### src/rtl/uart_port_master_pkg.sv
// Shared definitions for the CoreUART parallel-port master: FSM encoding,
// rx_status bit positions and round-robin tags.
package uart_port_master_pkg;

    typedef enum logic [1:0] {
        ST_IDLE  = 2'd0,
        ST_WRITE = 2'd1,
        ST_READ  = 2'd2,
        ST_HOLD  = 2'd3
    } state_e;

    localparam int STAT_PAR = 0;
    localparam int STAT_FRM = 1;
    localparam int STAT_OVF = 2;

    localparam logic SERVED_TX = 1'b1;
    localparam logic SERVED_RX = 1'b0;

endpackage

### src/rtl/uart_err_counter.sv
// Saturating error event counter; clear wins over increment in the same cycle.
module uart_err_counter #(
    parameter int CNT_W = 8
) (
    input  logic             clk_i,
    input  logic             rst_i,
    input  logic             clear_i,
    input  logic             inc_i,
    output logic [CNT_W-1:0] count_o
);

    logic [CNT_W-1:0] count_q;
    logic [CNT_W-1:0] count_d;

    always_comb begin
        count_d = count_q;
        if (clear_i) begin
            count_d = '0;
        end else if (inc_i && (count_q != {CNT_W{1'b1}})) begin
            count_d = count_q + 1'b1;
        end
    end

    always_ff @(posedge clk_i) begin
        if (rst_i) begin
            count_q <= '0;
        end else begin
            count_q <= count_d;
        end
    end

    assign count_o = count_q;

endmodule

### src/rtl/uart_port_master.sv
// Streams bytes into a CoreUART via its CSN/WEN/OEN port and drains received
// bytes (with error flags) into a valid/ready RX stream.
module uart_port_master
    import uart_port_master_pkg::*;
#(
    parameter int HOLDOFF = 3,
    parameter int CNT_W   = 8
) (
    input  logic             CLK,
    input  logic             RESET,
    input  logic [7:0]       tx_data,
    input  logic             tx_valid,
    output logic             tx_ready,
    output logic [7:0]       rx_data,
    output logic [2:0]       rx_status,
    output logic             rx_valid,
    input  logic             rx_ready,
    input  logic             cnt_clear,
    output logic [CNT_W-1:0] parity_cnt,
    output logic [CNT_W-1:0] framing_cnt,
    output logic [CNT_W-1:0] overflow_cnt,
    output logic             CSN,
    output logic             WEN,
    output logic             OEN,
    output logic [7:0]       DATA_IN,
    input  logic [7:0]       DATA_OUT,
    input  logic             TXRDY,
    input  logic             RXRDY,
    input  logic             PARITY_ERR,
    input  logic             FRAMING_ERR,
    input  logic             OVERFLOW,
    output logic [1:0]       dbg_state
);

    // Both streams use valid/ready: a transfer happens on a rising CLK edge
    // where valid and ready are both 1; valid holds its payload until then.

    localparam logic [3:0] HOLD_LAST = 4'(HOLDOFF - 1);

    state_e     state_q, state_d;
    logic [3:0] hold_q, hold_d;
    logic       last_q, last_d;
    logic       csn_q, csn_d;
    logic       wen_q, wen_d;
    logic       oen_q, oen_d;
    logic [7:0] din_q, din_d;
    logic [7:0] rx_data_q, rx_data_d;
    logic [2:0] rx_status_q, rx_status_d;
    logic       rx_valid_q, rx_valid_d;
    logic       wr_req;
    logic       rd_req;
    logic       in_read;

    assign wr_req  = tx_valid & TXRDY;
    assign rd_req  = RXRDY & ~rx_valid_q;
    assign in_read = (state_q == ST_READ);

    always_comb begin
        state_d     = state_q;
        hold_d      = hold_q;
        last_d      = last_q;
        csn_d       = 1'b1;
        wen_d       = 1'b1;
        oen_d       = 1'b1;
        din_d       = din_q;
        rx_data_d   = rx_data_q;
        rx_status_d = rx_status_q;
        rx_valid_d  = rx_valid_q;
        tx_ready    = 1'b0;

        if (rx_valid_q && rx_ready) begin
            rx_valid_d = 1'b0;
        end

        case (state_q)
            ST_IDLE: begin
                // Round-robin: on contention serve whichever side did not go last.
                if (wr_req && (!rd_req || (last_q == SERVED_RX))) begin
                    tx_ready = 1'b1;
                    din_d    = tx_data;
                    csn_d    = 1'b0;
                    wen_d    = 1'b0;
                    state_d  = ST_WRITE;
                end else if (rd_req) begin
                    csn_d   = 1'b0;
                    oen_d   = 1'b0;
                    state_d = ST_READ;
                end
            end
            ST_WRITE: begin
                last_d  = SERVED_TX;
                hold_d  = '0;
                state_d = ST_HOLD;
            end
            ST_READ: begin
                rx_data_d             = DATA_OUT;
                rx_status_d[STAT_PAR] = PARITY_ERR;
                rx_status_d[STAT_FRM] = FRAMING_ERR;
                rx_status_d[STAT_OVF] = OVERFLOW;
                rx_valid_d            = 1'b1;
                last_d                = SERVED_RX;
                hold_d                = '0;
                state_d               = ST_HOLD;
            end
            ST_HOLD: begin
                // UART ready flags are stale right after an access; wait them out.
                if (hold_q == HOLD_LAST) begin
                    state_d = ST_IDLE;
                end else begin
                    hold_d = hold_q + 1'b1;
                end
            end
            default: begin
                state_d = ST_IDLE;
            end
        endcase
    end

    always_ff @(posedge CLK) begin
        if (RESET) begin
            state_q     <= ST_IDLE;
            hold_q      <= '0;
            last_q      <= SERVED_RX;
            csn_q       <= 1'b1;
            wen_q       <= 1'b1;
            oen_q       <= 1'b1;
            din_q       <= '0;
            rx_data_q   <= '0;
            rx_status_q <= '0;
            rx_valid_q  <= 1'b0;
        end else begin
            state_q     <= state_d;
            hold_q      <= hold_d;
            last_q      <= last_d;
            csn_q       <= csn_d;
            wen_q       <= wen_d;
            oen_q       <= oen_d;
            din_q       <= din_d;
            rx_data_q   <= rx_data_d;
            rx_status_q <= rx_status_d;
            rx_valid_q  <= rx_valid_d;
        end
    end

    uart_err_counter #(.CNT_W(CNT_W)) u_par_cnt (
        .clk_i   (CLK),
        .rst_i   (RESET),
        .clear_i (cnt_clear),
        .inc_i   (in_read & PARITY_ERR),
        .count_o (parity_cnt)
    );

    uart_err_counter #(.CNT_W(CNT_W)) u_frm_cnt (
        .clk_i   (CLK),
        .rst_i   (RESET),
        .clear_i (cnt_clear),
        .inc_i   (in_read & FRAMING_ERR),
        .count_o (framing_cnt)
    );

    uart_err_counter #(.CNT_W(CNT_W)) u_ovf_cnt (
        .clk_i   (CLK),
        .rst_i   (RESET),
        .clear_i (cnt_clear),
        .inc_i   (in_read & OVERFLOW),
        .count_o (overflow_cnt)
    );

    assign CSN       = csn_q;
    assign WEN       = wen_q;
    assign OEN       = oen_q;
    assign DATA_IN   = din_q;
    assign rx_data   = rx_data_q;
    assign rx_status = rx_status_q;
    assign rx_valid  = rx_valid_q;
    assign dbg_state = state_q;

endmodule

### config.mk
export PLATFORM = sky130hd
export DESIGN_NAME = uart_port_master
export DESIGN_NICKNAME = d
export VERILOG_FILES = /design/src/rtl/uart_port_master_pkg.sv /design/src/rtl/uart_err_counter.sv /design/src/rtl/uart_port_master.sv
export SDC_FILE = /design/constraint.sdc
export NUM_CORES = 1
export LEC_CHECK = 0
export CORE_ASPECT_RATIO = 2
export CORE_MARGIN = 2
export CORE_UTILIZATION = 40
export CTS_CLUSTER_DIAMETER = 60
export CTS_CLUSTER_SIZE = 20
export DETAILED_ROUTE_END_ITERATION = 8
export PLACE_DENSITY_LB_ADDON = 0.15
export SLEW_MARGIN = 20
export SYNTH_ARGS = -nofsm -noshare
export SYNTH_HDL_FRONTEND = slang
export SYNTH_SLANG_ARGS = --single-unit
### constraint.sdc
create_clock -name CLK -period 2.1 [get_ports CLK]
set_input_delay 0.42 -clock CLK [delete_from_list [all_inputs] [get_ports CLK]]
set_output_delay 0.42 -clock CLK [all_outputs]
set_load 0.005 [all_outputs]
* Word-level counts from Yosys, hierarchy flattened
Index checks and enable logic that the tools add are counted.
W data, S select, Z words.
** Storage, ports and cells
- Bits in registers :: 54
- Input port bits :: 26
- Output and inout bits :: 50
- Logic and storage cells :: 67
** Cells by class
- Add/sub/neg operators :: 4
- Equality and inequality tests :: 10
- Mux-type cells :: 14
- Bitwise gates (word level) :: 8
- Reductions and logical operators :: 18
** Operator list (number)
- $add A8 B1 Y8 const B :: 3
- $ne A8 B8 Y1 const B :: 3
- $pmux W4 S2 :: 1
- $mux W1 :: 7
- $mux W2 :: 3
- $pmux W2 S3 :: 1
- $reduce_and A2 Y1 :: 3
- $reduce_bool A2 Y1 :: 3
- $reduce_or A2 Y1 :: 3
- $and A1 B1 Y1 :: 5
- $logic_and A1 B1 Y1 :: 5
- $add A4 B1 Y4 const B :: 1
- $eq A2 B2 Y1 const B :: 2
- $eq A4 B2 Y1 const B :: 1
- $mux W4 :: 1
- $ne A2 B2 Y1 const B :: 2
- $ne A3 B3 Y1 const B :: 1
- $not A1 Y1 :: 3
- $reduce_or A3 Y1 :: 1
- $eq A2 B1 Y1 const B :: 1
- $logic_not A2 Y1 :: 1
- $pmux W1 S2 :: 1
- $logic_not A1 Y1 :: 1
- $logic_or A1 B1 Y1 :: 1

* Longest topological paths before layout
Gate-level depths: netlist of run 1.
- Word-level depth :: 7
- Depth in mapped cells :: 7
- Gate-level depth less buffers :: 6

* Modules after synthesis
Synthesis of run 1 repeated with hierarchy kept, for this count alone.
** Second synthesis, totals
- Cell total of the unflattened synthesis :: 279
- Area total of the unflattened synthesis :: 2646.3 sq um
** Modules (own cells, without submodules)
- uart_port_master :: times used 1, cells an instance 138, area an instance 1340.0 sq um, sequential area each 600.6 sq um
- uart_err_counter :: times used 3, cells an instance 47, area an instance 435.4 sq um, sequential area each 160.2 sq um

* Least setup slack after synthesis of run 1
OpenSTA, ideal clock, no wires.
- Kind :: flip-flop to flip-flop
- Start :: register state_q[0] (netlist: dbg_state[0])
- End :: register u_frm_cnt.count_q[5] (netlist: u_frm_cnt.count_o[5])
- Setup time :: 0.071 ns
- Arrival :: 1.572 ns
- Data required time :: 2.029 ns
- Slack :: 0.458 ns
- Cell stages (with the launch flop) :: 8
- Path buffers :: 1
- Clock period less this slack :: 1.642 ns
- Cells stage by stage :: dfxtp_1 -> inv_1 -> ha_1 -> buf_4 -> nand2_1 -> a21o_4 -> or4_1 -> a21oi_1
** On the way
- Longest elaborated chain between the ends :: 3
** Ends and longest elaborated chain
- start: declaration :: line uart_port_master.sv:40 : state_e state_q, state_d;
- start signal: assignment :: line uart_port_master.sv:132 : state_q <= state_d;
- $eq A2 B2 Y1 :: line uart_port_master.sv:56 : assign in_read = (state_q == ST_READ);
- net in_read :: line uart_port_master.sv:52 : logic in_read;
- $and A1 B1 Y1 :: line uart_port_master.sv:157 : .inc_i (in_read & FRAMING_ERR),
- $logic_and A1 B1 Y1 :: line uart_err_counter.sv:19 : end else if (inc_i && (count_q != {CNT_W{1'b1}})) begin
- end signal: assignment :: line uart_err_counter.sv:28 : count_q <= count_d;
- end: declaration :: line uart_err_counter.sv:12 : logic [CNT_W-1:0] count_q;
The timed path passes the listed nets, and every way through them passes these cells.
A chain may end at the register's enable or synchronous reset.

* Worst setup path after layout of run 1
- Start :: register rx_valid_q (netlist: rx_valid)
- End :: register state_q[1] (netlist: dbg_state[1])
** On the way
- Longest elaborated chain between the ends :: 7
- Elaborated cells on any way between the ends :: 9
- Those cells by class :: 1 x eq/ne; 2 x mux; 2 x bitwise; 4 x reduce/logical
** Ends and longest elaborated chain
- start: declaration :: line uart_port_master.sv:49 : logic rx_valid_q, rx_valid_d;
- start signal: assignment :: line uart_port_master.sv:141 : rx_valid_q <= rx_valid_d;
- $not A1 Y1 (*) :: line uart_port_master.sv:55 : assign rd_req = RXRDY & ~rx_valid_q;
- $and A1 B1 Y1 (*) :: line uart_port_master.sv:55
- $logic_not A1 Y1 :: line uart_port_master.sv:78 : if (wr_req && (!rd_req || (last_q == SERVED_RX))) begin
- $logic_or A1 B1 Y1 :: line uart_port_master.sv:78
- $logic_and A1 B1 Y1 :: line uart_port_master.sv:78
- $mux W2 or $ne A3 B3 Y1 (tied branches)
- $pmux W2 S3 or $reduce_and A2 Y1 (tied branches)
Every way passes the cells marked *; elsewhere a longest branch is shown, timed or not.

==> qor.txt, run 1 <==
Status -> complete, no violations
Peak VDD IR -> 653 uV
Pins Over Slew Limit -> 0
First-pass GRT wire length -> 9510 um
Reg-to-reg endpoint -> dbg_state[1]
Share of layout cells above drive strength 1 -> 8.70%
Boundary Pins -> 76
Relative slew slack -> 66.4%
1st-pass router iterations -> 4
Reg2reg setup slack -> 0.18 ns
Via count -> 2159
Die outline height -> 113 um
Layout fillers -> 516
Critical path data required time -> 2.32 ns
Critical Path AT -> 2.14 ns
Setup crit end -> dbg_state[1]
CORE AREA -> 5710 um2
Worst Path Max Fanout -> 4
Crit-path slowest cell -> dfxtp_1
Starting density of the core -> 41.4%
Max Cap Violations -> 0
Final GP Congestion -> 0.797
Fin crit period -> 1.92 ns
Worst-Skew Late Latency -> 0.29 ns
Unrepaired setup endpoints after global routing -> false
Post-route clock skew -> 0.00573 ns
Slew @ Worst Pin -> 0.492 ns
DR vias/cell -> 5.32
Ys async rst share -> 0%
Buffers plus inverters on the worst setup path -> 8
Largest area contributor in the netlist -> dfxtp_1
Final core utilization -> 59.6%
Nets -> 380
Syn avg cell area -> 9.23 um2
Post-route antenna net violation count -> 0
Synth cell count leaders -> dfxtp_1 (54), nor2_1 (32), mux2i_1 (19), nand2_1 (19), a21oi_1 (16)
Crit. End Element -> register
Worst Setup SP -> rx_valid
Crit share post-route -> 91.3%
Fmax -> 521 MHz
Final HPWL DP -> 4330 um
Clock Tree Buf Depth -> 2
Largest net degree at the start of global routing -> 31
R2R cell count -> 12
PwrDens -> 865 nW/um2
Placed Cells -> 391
Synth Cell Area -> 2360 um2
Non-filler cells, final -> 406
Syn. warnings -> 0
Yosys reg bits -> 54
Area occupied by multi-input gates -> 1210 um2
Gr usage total -> 18.3%
CP most frequent cell -> buf_4
Final hold violations -> 0
Iter 0 DRT Violations -> 83
CP max stage delay -> 0.34 ns
Stages on the worst setup path -> 12
Die Area -> 6580 um2
Wire length per cell -> 13.9 um
Lkg Pwr -> 1.31 nW
Hold WC Path Type -> reg2reg
Htree depth -> 2
Kind of critical path -> reg2reg
Reg-to-reg startpoint -> rx_valid
Area share of the largest cell type after synthesis -> 45.7%
CTS sink count -> 54
Antenna fix cells -> 0
Crit start category -> register
Sequential area share after synthesis -> 45.7%
Initial antenna violation count -> 0
CP top delay family -> buffers and inverters
Clk slew on worst S/H paths -> 0.07 ns
Mapped Cells -> 256
Total Routed Length -> 5660 um
Most instantiated library cell after synthesis -> dfxtp_1
CP cell instances -> nand3b_1, buf_4, buf_4, buf_4, buf_4, buf_4, buf_4, buf_4, buf_4, nand4_1, o211ai_1, a21oi_1
Top area cells in the synthesized netlist -> dfxtp_1 (46%), mux2i_1 (8.0%), nor2_1 (5.1%), ha_1 (4.8%), a21oi_1 (3.4%)
Placed cell areas -> 3210 um2
Hold Path Depth -> 2
CTS tree -> yes
Netlist cell types -> 40
Grt ovf -> 0
Die width -> 58.4 um
Final Setup Violations -> 0
Syn Nets -> 291
Root Buffer -> clkbuf_16
Synth Flop Type -> dfxtp_1
Register area -> 1080 um2
Number of synthesized flops with an enable pin -> 0
PortBufs -> 75
Hold WS -> 0.463 ns
Drt drc -> 0
Vias in the first global route -> 2113
Design area -> 3400 um2
P&R area growth vs syn -> 44.0%
Total CTS buffers -> 5
Row count -> 39
flip-flops by register name, indices dropped and copies added, names as in the netlist, 2 cells and up:
register and cells:
rx_data 8, u_ovf_cnt.count_o 8, rx_status 3, u_frm_cnt.count_o 8
hold_q 4, DATA_IN 8, dbg_state 2, u_par_cnt.count_o 8
worst register-to-register path, stage by stage (launching register included):
cell and delay [ns]:
dfxtp_1 0.34, nand3b_1 0.18, buf_4 0.15, buf_4 0.12, buf_4 0.12, buf_4 0.12, buf_4 0.12, buf_4 0.12
buf_4 0.12, buf_4 0.13, nand4_1 0.10, o211ai_1 0.09, a21oi_1 0.15
timing repair:
item / in CTS / in global routing
cloned: 0 / 0
endpoints found under the setup margin: 1 / 2
pin swaps: 3 / 2
gates resized for setup: 1 / 1
setup buffers: 7 / 1
hold buffers: 0 / 0
hold endpoints to repair: 0 / 0
final cells by class:
type	count	share of cell area, %
multi-input combinational	185	35.6
sequential	54	31.8
timing repair buffer	90	25.4
clock buffer	5	3.68
tap	61	2.24
inverter	9	0.993
clock inverter	2	0.294
layout by cell type, fill, tap and decap left out, drive strengths merged, types with 2 or more instances in the layout:
cell type | synthesis | final
clkdlybuf4s50 | 0 | 73
dfxtp | 54 | 54
nor2 | 32 | 32
nand2 | 19 | 19
mux2i | 19 | 19
a21oi | 16 | 16
buf | 3 | 15
nand3 | 13 | 13
inv | 9 | 9
ha | 9 | 9
nand4 | 6 | 6
nor3 | 6 | 6
o21ai | 5 | 5
xor2 | 5 | 5
nand2b | 5 | 5
o31ai | 5 | 5
or4 | 5 | 5
clkbuf | 5 | 5
and3 | 4 | 4
nor2b | 4 | 4
a211oi | 4 | 4
o211ai | 3 | 3
xnor2 | 3 | 3
or3 | 3 | 3
nand3b | 2 | 2
or2 | 2 | 2
and4b | 2 | 2
clkinv | 0 | 2
and4 | 2 | 2
cell families (layout without fill, tap and decap cells):
| kind of cell | count (synthesis) | count (layout) | synth area share, % |
|---|---|---|---|
| mux | 20 | 20 | 8.52 |
| fa+ha+maj | 9 | 9 | 4.76 |
| flops | 54 | 54 | 45.7 |
| compound gates | 42 | 42 | 12.3 |
| xor+xnor | 8 | 8 | 2.96 |
| simple gates | 106 | 106 | 22.8 |
| buf+inv | 17 | 106 | 2.96 |
power by group:
part           internal [mW]  leakage [nW]  switching, mW
clock network          0.432        0.0694          0.357
registers               1.14         0.438         0.0795
logic                  0.516         0.805          0.416
worst min path at each step:
stage | start | end | slack [ns]
finish | rx_status[0] | rx_status[0] | 0.46
global route | rx_status[1] | rx_status[1] | 0.49
CTS | rx_status[0] | rx_status[0] | 0.46
detailed placement | rx_status[0] | rx_status[0] | 0.45
global placement | rx_status[0] | rx_status[0] | 0.45
floorplan | hold_q[3] | hold_q[3] | 0.45
per-layer routing:
| metal | vias to the layer above | part of all wire, % | GRT usage, % |
|---|---|---|---|
| li1 | 1082 | - | - |
| met1 | 1015 | 37 | 18.5 |
| met2 | 54 | 57 | 34.6 |
| met3 | 8 | 4.4 | 3.66 |
| met4 | 0 | 2.0 | 7.29 |
| met5 | - | 0 | 0 |
stage by stage:
stage | setup TNS, ns | setup slack (ns) | total power, mW
after floorplan | 0 | 0.458 | 1.73
after global placement | -0.0639 | -0.0639 | 2.12
after detailed placement | -0.0880 | -0.0880 | 2.14
after CTS | 0 | 0.0147 | 2.97
after global routing | 0 | 0.0884 | 3.12
final | 0 | 0.182 | 2.94
Power figures use the tool's default switching activity.
==> run 2: changes to the inputs <==
--- a/config.mk
+++ b/config.mk
@@ -8,9 +8,11 @@
 export CORE_ASPECT_RATIO = 2
 export CORE_MARGIN = 2
 export CORE_UTILIZATION = 40
-export CTS_CLUSTER_DIAMETER = 60
+export CTS_CLUSTER_DIAMETER = 40
 export CTS_CLUSTER_SIZE = 20
 export DETAILED_ROUTE_END_ITERATION = 8
+export GPL_ROUTABILITY_DRIVEN = 0
+export HOLD_SLACK_MARGIN = 0.12
 export PLACE_DENSITY_LB_ADDON = 0.15
 export SLEW_MARGIN = 20
 export SYNTH_ARGS = -nofsm -noshare
==> results of run 2 <==
Same layout as run 1: the final DEF is identical, and so are final timing and power.
